**src/rtl/traffic_light_pkg.sv**
```systemverilog
// Shared lamp encodings, direction and fault-code types for the traffic light monitor.
package traffic_light_pkg;

  localparam logic [2:0] LAMP_RED    = 3'b100;
  localparam logic [2:0] LAMP_YELLOW = 3'b010;
  localparam logic [2:0] LAMP_GREEN  = 3'b001;

  typedef enum logic [1:0] {
    DIR_N = 2'd0,
    DIR_E = 2'd1,
    DIR_S = 2'd2,
    DIR_W = 2'd3
  } dir_t;

  typedef enum logic [3:0] {
    FC_NONE           = 4'd0,
    FC_ENCODING       = 4'd1,
    FC_CONFLICT       = 4'd2,
    FC_BAD_TRANSITION = 4'd3,
    FC_SKIP_YELLOW    = 4'd4,
    FC_ORDER          = 4'd5,
    FC_GREEN_SHORT    = 4'd6,
    FC_GREEN_LONG     = 4'd7,
    FC_YELLOW_TIME    = 4'd8
  } fault_code_t;

  function automatic logic [7:0] sat_inc8(input logic [7:0] v);
    return (v == 8'hFF) ? v : v + 8'd1;
  endfunction

endpackage

```
**src/rtl/traffic_lamp_tracker.sv**
```systemverilog
// Per-direction lamp checker: encoding, transition and dwell checks with a saturating dwell counter.
module traffic_lamp_tracker
  import traffic_light_pkg::*;
#(
  parameter int GREEN_MIN     = 3,
  parameter int GREEN_MAX     = 10,
  parameter int YELLOW_CYCLES = 2
) (
  input  logic       clk,
  input  logic       rst_n,
  input  logic [2:0] i_lamp,
  output logic [8:1] o_viol,
  output logic       o_red_to_green,
  output logic       o_non_red,
  output logic       o_phase_done
);

  localparam logic [7:0] GMIN8 = 8'(GREEN_MIN);
  localparam logic [7:0] GMAX8 = 8'(GREEN_MAX);
  localparam logic [7:0] YCYC8 = 8'(YELLOW_CYCLES);

  logic [2:0] r_prev;
  logic [7:0] r_dwell;
  logic       w_valid;
  logic [2:0] w_lamp;
  logic       w_prev_r, w_prev_y, w_prev_g;
  logic       w_cur_r, w_cur_y, w_cur_g;

  assign w_valid  = (i_lamp == LAMP_RED) || (i_lamp == LAMP_YELLOW) || (i_lamp == LAMP_GREEN);
  // An undecodable lamp is tracked as RED so the next sample starts from a clean state.
  assign w_lamp   = w_valid ? i_lamp : LAMP_RED;
  assign w_prev_r = (r_prev == LAMP_RED);
  assign w_prev_y = (r_prev == LAMP_YELLOW);
  assign w_prev_g = (r_prev == LAMP_GREEN);
  assign w_cur_r  = (w_lamp == LAMP_RED);
  assign w_cur_y  = (w_lamp == LAMP_YELLOW);
  assign w_cur_g  = (w_lamp == LAMP_GREEN);

  always_comb begin
    o_viol = '0;
    o_viol[FC_ENCODING]       = !w_valid;
    o_viol[FC_BAD_TRANSITION] = w_valid && ((w_prev_r && w_cur_y) || (w_prev_y && w_cur_g));
    o_viol[FC_SKIP_YELLOW]    = w_valid && w_prev_g && w_cur_r;
    o_viol[FC_GREEN_SHORT]    = w_valid && w_prev_g && w_cur_y && (r_dwell < GMIN8);
    o_viol[FC_GREEN_LONG]     = w_valid && w_prev_g && w_cur_g && (r_dwell == GMAX8);
    o_viol[FC_YELLOW_TIME]    = w_valid && w_prev_y &&
                                ((w_cur_r && (r_dwell != YCYC8)) || (w_cur_y && (r_dwell == YCYC8)));
  end

  assign o_red_to_green = w_valid && w_prev_r && w_cur_g;
  assign o_non_red      = !w_cur_r;
  assign o_phase_done   = w_prev_y && w_cur_r;

  always_ff @(posedge clk) begin
    if (!rst_n) begin
      r_prev  <= LAMP_RED;
      r_dwell <= 8'd0;
    end else begin
      r_prev  <= w_lamp;
      r_dwell <= (w_lamp != r_prev) ? 8'd1 : sat_inc8(r_dwell);
    end
  end

endmodule

```
**src/rtl/traffic_light_monitor.sv**
```systemverilog
// Four-way lamp bus safety monitor: conflict and rotation checks, priority encoding,
// sticky first-fault capture, green ownership and completed-phase counting.
module traffic_light_monitor
  import traffic_light_pkg::*;
#(
  parameter int GREEN_MIN     = 3,
  parameter int GREEN_MAX     = 10,
  parameter int YELLOW_CYCLES = 2
) (
  input  logic       clk,
  input  logic       rst_n,
  input  logic [2:0] North,
  input  logic [2:0] East,
  input  logic [2:0] South,
  input  logic [2:0] West,
  output logic       fault_pulse,
  output logic [3:0] fault_code,
  output logic       fault,
  output logic [3:0] first_code,
  output logic [1:0] first_dir,
  output logic       green_valid,
  output logic [1:0] green_dir,
  output logic [7:0] phase_count
);

  logic [2:0] w_lamp [4];
  logic [8:1] w_trk_viol [4];
  logic [8:1] w_dir_viol [4];
  logic [3:0] w_r2g, w_non_red, w_phase_done, w_order;

  logic       w_conflict;
  logic [1:0] w_conf_dir;
  logic [3:0] w_code;
  logic [1:0] w_dir;
  logic       w_own_valid;
  logic [1:0] w_own_dir;
  logic       w_pd_any;
  logic [1:0] w_pd_dir;
  logic       w_exp_any_next;
  logic [1:0] w_exp_dir_next;

  logic       r_expect_any;
  logic [1:0] r_expect_dir;
  logic       r_fault_pulse;
  logic [3:0] r_fault_code;
  logic       r_fault;
  logic [3:0] r_first_code;
  logic [1:0] r_first_dir;
  logic       r_green_valid;
  logic [1:0] r_green_dir;
  logic [7:0] r_phase_count;

  assign w_lamp[0] = North;
  assign w_lamp[1] = East;
  assign w_lamp[2] = South;
  assign w_lamp[3] = West;

  generate
    for (genvar gi = 0; gi < 4; gi++) begin : g_trk
      traffic_lamp_tracker #(
        .GREEN_MIN    (GREEN_MIN),
        .GREEN_MAX    (GREEN_MAX),
        .YELLOW_CYCLES(YELLOW_CYCLES)
      ) u_trk (
        .clk           (clk),
        .rst_n         (rst_n),
        .i_lamp        (w_lamp[gi]),
        .o_viol        (w_trk_viol[gi]),
        .o_red_to_green(w_r2g[gi]),
        .o_non_red     (w_non_red[gi]),
        .o_phase_done  (w_phase_done[gi])
      );
    end
  endgenerate

  always_comb begin
    w_conflict = ($countones(w_non_red) > 1);
    w_conf_dir = 2'd0;
    for (int d = 0; d < 4; d++) begin
      if (w_non_red[d]) w_conf_dir = 2'(d);
    end

    // Conflict is attributed to the highest non-RED direction only, so the common
    // lowest-index rule below yields the right direction for every code.
    for (int d = 0; d < 4; d++) begin
      w_order[d]    = w_r2g[d] && !r_expect_any && (2'(d) != r_expect_dir);
      w_dir_viol[d] = w_trk_viol[d];
      w_dir_viol[d][FC_ORDER]    = w_trk_viol[d][FC_ORDER] | w_order[d];
      w_dir_viol[d][FC_CONFLICT] = w_trk_viol[d][FC_CONFLICT] | (w_conflict && (w_conf_dir == 2'(d)));
    end

    w_code = 4'd0;
    w_dir  = 2'd0;
    for (int c = 8; c >= 1; c--) begin
      for (int d = 3; d >= 0; d--) begin
        if (w_dir_viol[d][c]) begin
          w_code = 4'(c);
          w_dir  = 2'(d);
        end
      end
    end

    w_own_valid = |w_non_red;
    w_own_dir   = 2'd0;
    if (w_conflict && r_green_valid && w_non_red[r_green_dir]) begin
      w_own_dir = r_green_dir;
    end else begin
      for (int d = 3; d >= 0; d--) begin
        if (w_non_red[d]) w_own_dir = 2'(d);
      end
    end

    w_pd_any = |w_phase_done;
    w_pd_dir = 2'd0;
    for (int d = 3; d >= 0; d--) begin
      if (w_phase_done[d]) w_pd_dir = 2'(d);
    end

    w_exp_any_next = r_expect_any;
    w_exp_dir_next = r_expect_dir;
    if (w_pd_any) begin
      w_exp_any_next = 1'b0;
      w_exp_dir_next = w_pd_dir + 2'd1;
    end
    if (|w_order) w_exp_any_next = 1'b1;
  end

  always_ff @(posedge clk) begin
    if (!rst_n) begin
      r_expect_any  <= 1'b1;
      r_expect_dir  <= DIR_N;
      r_fault_pulse <= 1'b0;
      r_fault_code  <= FC_NONE;
      r_fault       <= 1'b0;
      r_first_code  <= FC_NONE;
      r_first_dir   <= DIR_N;
      r_green_valid <= 1'b0;
      r_green_dir   <= DIR_N;
      r_phase_count <= 8'd0;
    end else begin
      r_expect_any  <= w_exp_any_next;
      r_expect_dir  <= w_exp_dir_next;
      r_fault_pulse <= (w_code != 4'd0);
      r_fault_code  <= w_code;
      if ((w_code != 4'd0) && !r_fault) begin
        r_fault      <= 1'b1;
        r_first_code <= w_code;
        r_first_dir  <= w_dir;
      end
      r_green_valid <= w_own_valid;
      r_green_dir   <= w_own_dir;
      if (w_pd_any) r_phase_count <= sat_inc8(r_phase_count);
    end
  end

  assign fault_pulse = r_fault_pulse;
  assign fault_code  = r_fault_code;
  assign fault       = r_fault;
  assign first_code  = r_first_code;
  assign first_dir   = r_first_dir;
  assign green_valid = r_green_valid;
  assign green_dir   = r_green_dir;
  assign phase_count = r_phase_count;

endmodule

```
**config.mk**
```make
export PLATFORM = sky130hd
export DESIGN_NAME = traffic_light_monitor
export DESIGN_NICKNAME = d
export VERILOG_FILES = /design/src/rtl/traffic_light_pkg.sv /design/src/rtl/traffic_lamp_tracker.sv /design/src/rtl/traffic_light_monitor.sv
export SDC_FILE = /design/constraint.sdc
export NUM_CORES = 1
export LEC_CHECK = 0
export ABC_AREA = 1
export CELL_PAD_IN_SITES_DETAIL_PLACEMENT = 0
export CELL_PAD_IN_SITES_GLOBAL_PLACEMENT = 1
export CORE_MARGIN = 2
export CORE_UTILIZATION = 45
export CTS_CLUSTER_SIZE = 8
export DETAILED_ROUTE_END_ITERATION = 8
export PLACE_DENSITY_LB_ADDON = 0.1
export SLEW_MARGIN = 20
export SYNTH_ARGS = -nofsm -noshare
export SYNTH_HDL_FRONTEND = slang
export SYNTH_SLANG_ARGS = --single-unit
```
**constraint.sdc**
```tcl
create_clock -name clk -period 5.9 [get_ports clk]
set_clock_uncertainty 0.05 [all_clocks]
set_input_delay 1.18 -clock clk [delete_from_list [all_inputs] [get_ports clk]]
set_output_delay 1.18 -clock clk [all_outputs]
set_load 0.03 [all_outputs]
```
==> results of run 1 <==
## synthesized netlist by cell type, types with 7 or more instances
master / count / area [µm²]
sky130_fd_sc_hd__nor3_1: 26 / 130.1
sky130_fd_sc_hd__inv_1: 102 / 382.9
sky130_fd_sc_hd__nor4_1: 8 / 50.05
sky130_fd_sc_hd__a21oi_1: 45 / 225.2
sky130_fd_sc_hd__nand2_1: 125 / 469.2
sky130_fd_sc_hd__xor2_1: 11 / 96.34
sky130_fd_sc_hd__nand2_2: 7 / 43.79
sky130_fd_sc_hd__nand4_1: 10 / 62.56
sky130_fd_sc_hd__nor2_1: 65 / 244.0
sky130_fd_sc_hd__ha_1: 10 / 125.1
sky130_fd_sc_hd__dfxtp_1: 70 / 1401
sky130_fd_sc_hd__o21ai_0: 29 / 145.1
sky130_fd_sc_hd__inv_2: 18 / 67.56
sky130_fd_sc_hd__nand3_1: 23 / 115.1
sky130_fd_sc_hd__a31oi_1: 13 / 81.33
## power breakdown
group / total, µW / switching (µW) / internal (µW)
combinational: 159 / 101 / 57.8
clock: 382 / 190 / 192
sequential: 500 / 12.8 / 487
## through the flow
| stage | total power, µW | setup slack, ns |
|---|---|---|
| after floorplan | 618.6 | 2.378 |
| after global placement | 667.6 | 1.635 |
| after detailed placement | 669.6 | 1.540 |
| after CTS | 1053 | 1.908 |
| after global routing | 1093 | 1.627 |
| final | 1041 | 1.891 |
## worst reg2reg max path: cells and delay by family, from the launching register on
kind / cells / cell delay [ns]
simple gates: 31 / 1.89
flops: 1 / 0.37
fa+ha+maj: 1 / 0.22
buf+inv: 1 / 0.07
compound gates: 1 / 0.05
## flip-flops by register name, summed over array words and instances (netlist names)
| name | cells |
|---|---|
| first_code | 4 |
| g_trk.u_trk.r_prev | 12 |
| phase_count | 8 |
| fault | 1 |
| green_dir | 2 |
| g_trk.u_trk.r_dwell | 32 |
| green_valid | 1 |
| fault_pulse | 1 |
| r_expect_dir | 2 |
| first_dir | 2 |
| fault_code | 4 |
| r_expect_any | 1 |
## per-layer routing
metal | vias to the layer above | share of wire | global-route usage
li1 | 2147 | - | -
met1 | 1815 | 0.48 | 0.2725
met2 | 69 | 0.45 | 0.3332
met3 | 10 | 0.050 | 0.04210
met4 | 0 | 0.011 | 0.07588
met5 | - | 0 | 0
## final cells by class
type / instances / area (µm²)
multi-input cells: 435 / 2370
clock inverters: 6 / 63.81
clock buffers: 9 / 123.9
flip-flops and latches: 70 / 1401
repair buffers: 37 / 367.9
fillers: 931 / 4277
inverters: 121 / 454.2
well taps: 111 / 138.9
## path summary, 6_finish.rpt
| check | from | end | slack, ns | cells past startpoint |
|---|---|---|---|---|
| setup / recovery | North[1] | first_dir[0]$_SDFFE_PN0P_ | 1.89 | 17 |
| hold reg to reg | first_code[0]$_SDFFE_PN0P_ | first_code[0]$_SDFFE_PN0P_ | 0.43 | 2 |
| setup reg to reg | g_trk[0].u_trk.r_dwell[0]$_SDFFE_PN0P_ | first_dir[0]$_SDFFE_PN0P_ | 3.12 | 34 |
| hold / removal | first_code[0]$_SDFFE_PN0P_ | first_code[0]$_SDFFE_PN0P_ | 0.43 | 2 |
## cells by family after synthesis
family / Yosys count / share of synthesized area
buffers and inverters: 125 / 0.1127
xor gates and xnor gates: 13 / 0.02679
adders and majority gates: 11 / 0.03415
and+or+nand+nor: 295 / 0.3371
DFF: 70 / 0.3297
AOI/OAI and AO/OA: 116 / 0.1596
==> results by stage, run 1 <==
Setup path:
- Counting both buffers and inverters, the worst setup path holds a total of 4.
- The worst-path maximum fanout is 9.
- The critical path in this run is classified as in -> reg.
- STA puts the critical path data arrival time at 4.17 ns.
- The required time reported for the critical path endpoint is 6.06 ns.
- The slowest stage of the critical path belongs to the cell sky130_fd_sc_hd__clkdlybuf4s50_1.
- The critical path's largest stage delay is 0.48 ns.
- The startpoint type of the worst setup path is an input pin.
- Walking the worst path, the cells encountered are clkdlybuf4s50_1 -> a21oi_2 -> nand2_2 -> nand2_2 -> fa_1 -> a21oi_1 -> inv_1 -> nor2_1 -> inv_1 -> a21oi_1 -> nand2_1 -> nor3_2 -> nor2_4 -> inv_2 -> nor2_1 -> nand2_1 -> a21oi_2.
- The worst setup path is captured at a flip-flop.
- The kind of cell with the highest combined delay along the critical path is simple AND/OR/NAND/NOR gates.

Power and ir drop:
- For this design the ratio of total power to cell area is 211.7 mW/mm².
- IR analysis of the VDD net gives a maximum drop of 0.1093 mV.
- Summed over all cells, the static leakage comes to 0.002045 µW.

Routing:
- After detailed routing, the average wire length per cell comes to 12.86 µm.
- The initial DRC count is 135.
- The number of design rule violations left after detail routing is 0.
- Summed over all layers, the routed wires come to 10.15 mm.
- The via count is 4,041.
- The post-detailed-route via-to-cell ratio is 5.122.
- The remaining antenna violation count after routing is 0.
- The number of detailed-route iterations in the first pass is 4.

Clock tree:
- At the later pin of the worst-skew pair, clock insertion delay measures 0.36 ns.
- The cell chosen for the clock root is sky130_fd_sc_hd__clkbuf_8.
- Once the clock tree was built, the resizer swapped 0 gates to a different size.
- TritonCTS built the clock tree.
- The clock tree synthesis step divided the H-tree into 3 levels.
- The number of buffers inserted by post-CTS setup repair is 0.
- The number of buffers inserted by hold repair at cts is 0.
- The number of clock sinks seen by CTS is 70.
- The longest clock path from root to sink contains 2 buffers.
- In this run, CTS created clock tree buffers numbering 9.
- After clock tree synthesis, the clock-pin slew on the worst setup and hold paths is 0.07 ns.

STA:
- The fraction of the cycle the final worst path needs is 0.6796.
- The worst slack on hold paths is 0.4276 ns.
- For this run, the top clock speed supported by timing is 249.4 MHz.
- The final number of setup-violating endpoints is 0.
- The final max-slew violation count is 0.
- Setup repair after global routing left no endpoint under its margin.
- The accumulated negative setup slack is 0 ns.
- The worst max-slew margin expressed relative to the limit is 0.4540.
- The final number of hold-violating endpoints is 0.
- The routed design could run at a clock period as short as 4.009 ns.
- The pin slew with the least headroom to its limit is 0.8139 ns.

Placement:
- The wire-length estimate of the detail-placed layout is 7.771 mm.
- The placer congestion estimate is 0.8435.
- The placed standard-cell area is 0.004732 mm².
- Including well taps, the total number of placed cells is 774.
- The number of port buffers is 36.

Layout:
- Excluding fillers, the count of instances in the completed layout stands at 789.
- The final design utilization is 0.5350.
- In the layout the commonest cells are sky130_fd_sc_hd__nand2_1, sky130_fd_sc_hd__inv_1, sky130_fd_sc_hd__dfxtp_1.
- The number of nets at the end of the flow is 699.
- The area overhead of the layout relative to synthesis is 15.75%.
- The number of antenna cells inserted is 0.
- Of the cells placed in the final design, the portion with a size suffix greater than 1 is 0.1165.
- The finished cells cover 0.004920 mm².
- The most common cell after layout, fill and taps aside is sky130_fd_sc_hd__nand2_1.

Yosys:
- The count of flip-flops with a built-in enable after synthesis is 0.
- The sequential element share of the synthesized area is 0.3297.
- During synthesis, Yosys emitted a total of 0 warnings.
- In the synthesized netlist, the number of instances is 630.
- Counting flops and latches in the post-synthesis netlist gives 70.
- In the synthesized netlist the dominant register cell turns out to be sky130_fd_sc_hd__dfxtp_1.
- Each instance of the synthesized netlist takes up on average 6.747 µm².
- The synthesized netlist contains 44 unique library cells.
- The area of the mapped netlist is 0.004250 mm².
- Of all flip-flops after synthesis, the portion carrying an async set or reset was 0.
- The number of nets handed over by synthesis was 655.

Global routing:
- For this run, the total global-route usage over all layers was measured as 0.2061.
- Entering global routing, the biggest net connects 27 pins.
- The via count of the first global-routing pass is 3,672.
- The number of antenna violations at the first check in global routing is 0.
- After global routing the overflow that remains totals 0.
- The first global-routing pass estimated 16.84 mm of wire.

Floorplanning:
- The floorplan step defined a die boundary enclosing 0.01024 mm².
- The height of the chip is 101.2 µm.
- The floorplan has 35 rows.
- The number of top-level design ports is 37.
- The standard cell core area is 0.009196 mm².
- In this run the horizontal extent of the chip is 101.2 µm.
- The starting density of the core is 0.4622.

Run:
- Across the run, the number of max-cap violations was 0.

Worst hold path:
- The worst hold path belongs to the class reg -> reg.

Outcome:
- The flow ran to the end, and the final reports show no timing, DRC or antenna violations.
Power figures use the tool's default switching activity.
==> run 2: changes to the inputs <==
- CORE_UTILIZATION: 45 -> 42
- clock period: 5.9 -> 3.7 ns (I/O delays scaled with it)
==> run 2 against run 1 <==
  * Register-to-register slack got worse by 2.1 ns
  * Worst setup slack got worse by 1.5 ns
  * Clock power rose by 81%
  * Via count rose by 1.2%
  * Clock-buffer cell count rose by 3
  * Critical endpoint unchanged
==> results by stage, run 2 (same netlist as run 1, synthesis figures left out) <==
STA:
- The post-layout minimum cycle time is 3.295 ns.
- The final number of hold-violating endpoints is 0 (unchanged).
- The final number of setup-violating endpoints came to 0 (unchanged).
- The accumulated negative setup slack is 0 ns (unchanged).
- The pin slew with the least headroom to its limit is 0.6139 ns (-0.2001 ns).
- The worst max-slew margin expressed relative to the limit was 0.5870 (+0.1330).
- The final max-slew violation count came to 0 (unchanged).
- The maximum frequency from static timing analysis is 303.5 MHz.
- Of the available clock period, the critical path in the final layout requires 0.8905.
- Setup repair after global routing left no endpoint under its margin.

Placement:
- The placer congestion estimate is 0.8474 (+0.46%).
- The number of port buffers is 36 (unchanged).
- The placed standard-cell area is 0.004880 mm² (+3.1%).
- The post-detailed-placement half-perimeter wirelength is 8.025 mm (+3.3%).
- The instance count after placement with tap cells included was 812 (+4.9%).

Setup path:
- The number of buffers and inverters on the critical path is 4 (unchanged).
- The required time reported for the critical path endpoint is 3.89 ns (-2.17 ns).
- The kind of end point of the critical path is a flip-flop.
- The startpoint type of the worst setup path is an input pin.
- The data arrival time of the critical path is 3.48 ns (-0.69 ns).
- The launch point of the worst reg-to-reg path is g_trk[1].u_trk.r_dwell[0]$_SDFFE_PN0P_.
- On the critical path the largest part of the delay comes from simple AND/OR/NAND/NOR gates.
- Traced cell by cell, the critical path runs through clkdlybuf4s50_1 -> nor2_2 -> nand2_4 -> inv_2 -> a21oi_2 -> nor4_2 -> nand3_1 -> nand3_1 -> inv_1 -> a21oi_1 -> nor2_1 -> o21ai_1 -> nand2_1 -> nor3_2 -> nor2_4 -> inv_2 -> nor2_1 -> nand2_1 -> a21oi_2.
- The worst-case register-to-register setup slack is 0.99 ns (-2.13 ns).
- The critical path in this run is classified as in -> reg.
- The worst register-to-register path ends at first_dir[0]$_SDFFE_PN0P_.
- The number of cell instances on the worst register-to-register path is 35 (+2.9%).
- The worst-path maximum fanout came to 8 (-1).
- The master of the slowest instance on the critical path is sky130_fd_sc_hd__clkdlybuf4s50_1.
- The critical path's largest stage delay is 0.47 ns (about the same).

Clock tree:
- The H-tree depth reported by CTS is 3 (unchanged).
- The number of CTS-inserted buffers is 9 (unchanged).
- The cell chosen for the clock root is sky130_fd_sc_hd__clkbuf_8.
- The CTS tree is yes.
- The number of buffers inserted by hold repair at cts is 0 (unchanged).
- The clock slew at the register clock pins of the worst setup and hold paths was 0.08 ns (about the same).
- The maximum root-to-sink buffer count is 2 (unchanged).
- The number of clock sinks seen by CTS is 70 (unchanged).
- The clock insertion delay at the later pin of the skew report is 0.35 ns (about the same).

Layout:
- The number of nets at the end of the flow is 715 (+2.3%).
- Relative to the synthesized area, the layout overhead comes to 19.96%.
- The number of antenna cells inserted is 0 (unchanged).
- The register with the most flip-flops in the final layout is g_trk.u_trk.r_dwell.
- Leaving out fill and tap cells, the most frequent cell in the layout is sky130_fd_sc_hd__nand2_1.
- The final design utilization is 0.5192 (-0.01573).
- Leaving out fill and tap cells, the most frequent cells in the layout are sky130_fd_sc_hd__nand2_1, sky130_fd_sc_hd__inv_1, sky130_fd_sc_hd__dfxtp_1.
- The final instance count without filler cells is 828 (+4.9%).
- The number of flip-flops in the largest register came to 32 (unchanged).
- The final standard cell area without fillers was 0.005099 mm² (+3.6%).
- The share of cells above drive strength 1 is 0.1367 (+0.02017).

Power and ir drop:
- The fraction of power spent switching nets is 0.2728 (-0.01956).
- The fraction of power consumed by sequential logic is 0.453 (-0.027).
- The maximum vdd drop is 0.2068 mV (+89%).
- The share of total power in the clock network is 0.392 (+0.025).
- The combinational cell fraction of total power is 0.154 (about the same).
- The internal power consumption is 1280 µW (+74%).
- The power per standard cell area is 345.1 mW/mm² (+63%).
- The net switching power is 480.0 µW (+58%).
- The leakage power summed over all cells is 0.002141 µW (+4.7%).
- The total power came to 1760 µW (+69%).

Floorplanning:
- The standard cell core area is 0.009819 mm² (+6.8%).
- The horizontal die dimension came to 104.6 µm (+3.4%).
- The site row count is 36 (+2.9%).
- The area of the die was 0.01094 mm² (+6.9%).
- The starting density of the core is 0.4328 (-0.02933).
- The number of top-level design ports is 37 (unchanged).
- The height of the chip came to 104.6 µm (+3.4%).

Global routing:
- The sum of overflow across all layers after global routing came to 0 (unchanged).
- The all-layer global routing usage is 0.1917 (-0.01445).
- The via count of the first global-routing pass is 3,932 (+7.1%).
- The global-route wire length before repair is 17.24 mm (+2.4%).
- The pin count of the biggest net entering global routing is 21 (-22%).
- The number of antenna violations at the first check in global routing was 0 (unchanged).

Routing:
- The post-detailed-route via-to-cell ratio is 4.937 (-3.6%).
- The number of design rule violations left after detail routing is 0 (unchanged).
- The remaining antenna violation count after routing is 0 (unchanged).
- The number of detailed-route iterations in the first pass is 4 (unchanged).
- The via count came to 4,088 (+1.2%).
- The detailed-route wire length was 10.39 mm (+2.4%).
- The wire length per cell is 12.55 µm (-2.4%).
- The initial DRC count is 128 (-5.2%).

Worst hold path:
- The number of cells on the worst hold path is 2 (unchanged).
- The path class of the tightest hold or removal check is reg -> reg.
- The source of the worst hold timing path is first_code[0]$_SDFFE_PN0P_.
- The endpoint with the worst hold slack is first_code[0]$_SDFFE_PN0P_.

Outcome:
- The flow ran to the end, and the final reports show no timing, DRC or antenna violations.

Run:
- The max-capacitance violation count was 0 (unchanged).
## run 2: changes by cell type in the layout (fill, tap and decap cells not counted), sizes merged
cell / change
clkinv: -1
buf: +16
clkbuf: +3
clkinvlp: -2
bufinv: +1
## run 2: metrics by stage
step | hold slack [ns] | setup slack [ns]
after floorplan | 0.4068 | 0.6178
after global placement | 0.4067 | 0.08892
after detailed placement | 0.4168 | 0.05236
after CTS | 0.4327 | 0.4151
after global routing | 0.4664 | 0.03464
final | 0.4312 | 0.4052
## run 2: area by class of cell
| type | instances | area [µm²] |
|---|---|---|
| clock buffers | 12 | 145.1 |
| clock inverters | 4 | 70.07 |
| fillers | 1058 | 4721 |
| inverters | 121 | 454.2 |
| multi-input cells | 435 | 2374 |
| flip-flops and latches | 70 | 1401 |
| well taps | 133 | 166.4 |
| repair buffers | 53 | 488.0 |
## run 2: worst max path at each step
stage / slack (ns) / to / depth (start not counted) / start
after floorplan: 0.62 / first_dir[0]$_SDFFE_PN0P_ / 16 / North[2]
after global placement: 0.09 / first_dir[0]$_SDFFE_PN0P_ / 35 / North[1]
after detailed placement: 0.05 / first_dir[0]$_SDFFE_PN0P_ / 19 / North[1]
after CTS: 0.42 / first_dir[0]$_SDFFE_PN0P_ / 19 / North[1]
after global routing: 0.03 / first_dir[0]$_SDFFE_PN0P_ / 36 / East[1]
final: 0.41 / first_dir[0]$_SDFFE_PN0P_ / 19 / North[1]
## run 2: power by group through the flow
| stage | combinational, µW | sequential (µW) | clock [µW] |
|---|---|---|---|
| after CTS | 272 | 797 | 710 |
| after detailed placement | 271 | 815 | 0 |
| final | 272 | 798 | 690 |
| after floorplan | 157 | 829 | 0 |
| after global placement | 267 | 814 | 0 |
| after global routing | 304 | 802 | 748 |
## run 2: timing repair
item,in CTS,in global routing
endpoints found under the setup margin,0,1
gates resized for setup,0,1
setup buffers,0,0
## run 2: worst min-delay path, stage by stage, from the launching register on
cell and delay, ns:
sky130_fd_sc_hd__dfxtp_1 0.33, sky130_fd_sc_hd__nand2_1 0.06, sky130_fd_sc_hd__a21oi_1 0.05
## run 2: layer usage
layer	wire length (µm)	share of wire	vias up	global-route usage
met3	427	0.041	8	0.05240
met1	5089	0.49	1850	0.2398
met5	0	0	-	0
met4	88	0.0085	0	0.04762
met2	4788	0.46	57	0.3268
li1	-	-	2173	-
==> variant 1, RTL diff (config.mk and constraints of run 2) <==
`GREEN_MAX` is set to 10 in 2 places; all go to 5.
--- a/src/rtl/traffic_lamp_tracker.sv
+++ b/src/rtl/traffic_lamp_tracker.sv
@@ -5,3 +5,3 @@
   parameter int GREEN_MIN     = 3,
-  parameter int GREEN_MAX     = 10,
+  parameter int GREEN_MAX     = 5,
   parameter int YELLOW_CYCLES = 2
--- a/src/rtl/traffic_light_monitor.sv
+++ b/src/rtl/traffic_light_monitor.sv
@@ -6,3 +6,3 @@
   parameter int GREEN_MIN     = 3,
-  parameter int GREEN_MAX     = 10,
+  parameter int GREEN_MAX     = 5,
   parameter int YELLOW_CYCLES = 2
Behaviour: not the same (a bounded check fails within 10 cycles, from zero or initial values and one cycle with rst_n low).
==> variant 1 against run 2 <==
- cell area up 2.9%
- combinational power up 2%
- setup slack got worse by 0.12 ns
- critical endpoint unchanged
- power grew 1.2%
- area after synthesis grew 1.2%
- sequential share of layout area down 0.79 points
- sequential cell count did not move
- global-route usage up 0.94 points
- wire length up 1.9%
- critical path type unchanged
- die area is 1.1% higher
==> variant 1: results (changes against run 2) <==
Power
  • Logic pwr share: 0.156 (+0.002)
  • Clk pwr: 0.000703 W (+2%)
  • Max VDD drop: 0.0001518 V (-27%)
  • Total power: 0.001781 W (+1.2%)

Yosys
  • Synth Area in Adders: 0.04539 (+0.01124)
  • Post-synthesis compound-gate area fraction: 0.1592 (-0.0004021)
  • Syn_nets: 670 (+2.3%)
  • Most area-consuming cells after synthesis: dfxtp_1 33%, nand2_1 11%, inv_1 8.9%
  • Xor/xnor share of the synthesized area: 0.02444 (-0.002348)
  • Netlist cell types: 48 (+9.1%)
  • Synth top cells by count: 124 x nand2_1, 102 x inv_1, 76 x nor2_1
  • Avg Cell Area, Syn: 6.709 sq um (-0.56%)

GRT
  • Met1 Use GR: 0.2678 (+0.02795)
  • Overall Global Routing Usage: 0.2010 (+0.009354)

Placed design
  • Dpl cells: 834 (+2.7%)
  • Dpl cell area: 5026 sq um (+3.0%)

Layout
  • Core Util, Final: 0.5321 (+0.01285)
  • Filler instances: 969 (-8.4%)
  • Layout cells sized above 1: 0.1311 (-0.005589)

Timing
  • Fmax: 0.2929 GHz (-3.5%)

Routing
  • Vias per cell: 4.985 (+0.96%)

Hold path
  • Hold Startpoint: phase_count[4]

Setup path
  • Reg2Reg Setup Slack: 0.88 ns (-0.11 ns)
  • Critical Path AT: 3.65 ns (+0.17 ns)

Status
  • Outcome: finished, final reports clean
-- variant 1: cell type report --
type,count,area share
Clock buffer,10,0.02622
Inverter,117,0.08415
Tap cell,133,0.03170
Timing Repair Buffer,65,0.1101
Clock inverter,6,0.01621
Multi-Input combinational cell,449,0.4646
Sequential cell,70,0.2670
-- variant 1: logic make-up (layout without fill, tap and decap cells) --
kind of cell	after synthesis	count (layout)
compound gates	114	114
xor+xnor	12	12
fa+ha+maj	15	15
buf+inv	122	198
flops	70	70
simple gates	308	308
-- variant 1: worst max-delay path, delay by kind of cell --
family / cells / cell delay (ns)
simple gates: 29 / 1.83
buf+inv: 4 / 0.75
compound gates: 2 / 0.36
-- variant 1: layer usage --
metal,vias up,share of wire,wire (microns)
li1,2227,-,-
met1,1919,0.49,5159
met2,76,0.45,4764
met3,15,0.045,478
met4,0,0.018,189
met5,-,0,0
==> variant 2, RTL diff (flow settings as in run 2) <==
Made on the original files. Add an input register stage for `North`, `East`, `South` and `West`, with the module's reset; this delays them by one clock.
--- a/src/rtl/traffic_light_monitor.sv
+++ b/src/rtl/traffic_light_monitor.sv
@@ -24,2 +24,21 @@
 );
+
+  logic [2:0] North_q;
+  logic [2:0] East_q;
+  logic [2:0] South_q;
+  logic [2:0] West_q;
+
+  always_ff @(posedge clk) begin
+    if (!rst_n) begin
+      North_q <= '0;
+      East_q  <= '0;
+      South_q <= '0;
+      West_q  <= '0;
+    end else begin
+      North_q <= North;
+      East_q  <= East;
+      South_q <= South;
+      West_q  <= West;
+    end
+  end
 
@@ -52,6 +71,6 @@
 
-  assign w_lamp[0] = North;
-  assign w_lamp[1] = East;
-  assign w_lamp[2] = South;
-  assign w_lamp[3] = West;
+  assign w_lamp[0] = North_q;
+  assign w_lamp[1] = East_q;
+  assign w_lamp[2] = South_q;
+  assign w_lamp[3] = West_q;
 
Check against the original RTL: not equivalent (Yosys sat finds a counterexample within 4 cycles, from zero or initial values and one cycle with rst_n low).
==> variant 2 against run 2 <==
- hold slack worse by 0.011 ns
- final cell count is 2.7% higher
- setup slack better by 0.17 ns
- wire length is 1.1% higher
- critical path depth is 4 lower
- synthesized cell count is 5.9% higher
- critical endpoint unchanged
- area after synthesis is 6.6% higher
- power is 7.0% higher
- sequential cell count is 12 higher
- first-iteration DRC count is 100% higher
- cell area is 2.8% higher
==> variant 2: results (changes against run 2) <==
Power
  • Max VDD drop: 0.0002062 V (-0.31%)
  • NetSw: 0.0005189 W (+8.1%)
  • Leakage: 2.250 nW (+5.1%)

Layout
  • Max FFs per register: 32 (unchanged)
  • ANT cells: 0 (unchanged)
  • Top reg by flops: g_trk.u_trk.r_dwell
  • Layout cells sized above 1: 0.07843 (-0.05826)
  • # nets final: 734 (+2.7%)

GRT
  • Vias in the first global route: 3909 (-0.58%)
  • Antenna violations before repair: 0 (unchanged)
  • Overall Global Routing Usage: 0.1961 (+0.004440)
  • First-pass GRT wire length: 18.12 mm (+5.1%)
  • Largest net degree at the start of global routing: 36 (+71%)

Yosys
  • Syn_nets: 692 (+5.6%)
  • Most area-consuming cells after synthesis: dfxtp_1 36%, nand2_1 12%, inv_1 10%
  • Number of synthesis warnings: 0 (unchanged)
  • Post-synth top flop: dfxtp_1
  • Async SR Flop Fraction: 0 (unchanged)
  • Part of the Yosys area used for sequential elements: 0.3622 (+0.03253)
  • Netlist cell types: 45 (+2.3%)
  • Synth top cells by count: 143 x nand2_1, 122 x inv_1, 82 x dfxtp_1

Routing
  • Number of DRC markers in iteration 0: 258 (+100%)
  • DR WL/cell: 12.36 microns (-1.5%)
  • First-pass DRT Iterations: 5 (+1)
  • Vias per cell: 4.978 (+0.82%)

Setup path
  • Critical Path AT: 3.36 ns (-0.12 ns)
  • Crit-path max FO: 10 (+2)

Timing
  • Max-slew headroom: 0.4058 (-0.1811)

Clock network
  • Cts bufs inserted: 9 (unchanged)
  • Post-CTS Repair Setup Buffers: 0 (unchanged)
  • Clock root buffer: clkbuf_8
  • Post-cts resize count: 0 (unchanged)
  • Reg clk slew, reported paths: 0.08 ns (about the same)
  • H-Tree Level Count: 3 (unchanged)
  • Clock Path Buffers: 2 (unchanged)
  • Clock Latency Late Sink: roughly 0.36 ns

Placed design
  • Post-DP HPWL: 8.048 mm (+0.30%)
  • Worst slack at placement: 0.6433 ns (+0.5909 ns)
  • Dpl cell area: 5046 sq um (+3.4%)
  • GP Congestion: 0.9213 (+8.7%)
  • Port Buffer Count: 36 (unchanged)

Hold path
  • HP Class: flop to flop

Status
  • Outcome: finished, final reports clean
-- variant 2: routing by layer --
metal	vias up	share of wire	GRT usage
met1	1907	0.51	0.2644
li1	2236	-	-
met3	13	0.039	0.05206
met4	0	0.013	0.05037
met2	75	0.44	0.3109
met5	-	0	0
-- variant 2: power by group through the flow --
stage               combinational [W]  clock (W)  sequential [W]
finish                       0.000275   0.000664        0.000943
global route                 0.000310   0.000735        0.000949
CTS                          0.000276   0.000687        0.000943
detailed placement           0.000274          0        0.000964
global placement             0.000271          0        0.000963
floorplan                    0.000174          0        0.000978
-- variant 2: final cells by class --
type / instances / area [sq um]
clock buffer: 14 / 162.7
clock inverter: 2 / 35.03
fill: 1074 / 5172
inverter: 129 / 484.2
multi-input combinational: 450 / 2382
sequential: 82 / 1642
tap: 136 / 170.2
timing repair buffer: 37 / 367.9
-- variant 2: through the flow --
step / cells / total power [W]
6_report: 850 / 0.001883
5_1_grt: 850 / 0.001993
4_1_cts: 850 / 0.001906
3_5_place_dp: 834 / 0.001238
3_3_place_gp: 834 / 0.001234
2_1_floorplan: 667 / 0.001152
-- variant 2: path summary, 6_finish.rpt --
check | depth (start not counted) | slack (ns) | startpoint | to
worst max register to register | 15 | 0.58 | North_q[2] | first_dir[0]
worst max-delay path | 15 | 0.58 | North_q[2] | first_dir[0]
worst min-delay path | 2 | 0.42 | phase_count[4] | phase_count[4]
worst min register to register | 2 | 0.42 | phase_count[4] | phase_count[4]
-- variant 2: critical path: stages (launching register included) --
cell and delay (ns):
dfxtp_1 0.33, a21oi_2 0.17, nand2_1 0.19, nand2_4 0.17
fa_1 0.42, a21oi_1 0.29, inv_1 0.14, nor4_1 0.35
o211ai_1 0.20, nand4_1 0.13, inv_1 0.09, nor2_4 0.15
inv_1 0.11, nor2_1 0.09, nand2_1 0.07, a21oi_2 0.10
-- variant 2: logic make-up (layout without fill, tap and decap cells) --
logic type / after synthesis / count (layout) / synth area share
XOR/XNOR: 11 / 11 / 0.02126
adder cells (fa/ha/maj): 11 / 11 / 0.03203
AND/OR/NAND/NOR: 314 / 314 / 0.3236
AO/OA/AOI/OAI: 114 / 114 / 0.1488
buffers and inverters: 135 / 182 / 0.1121
flip-flops: 82 / 82 / 0.3622
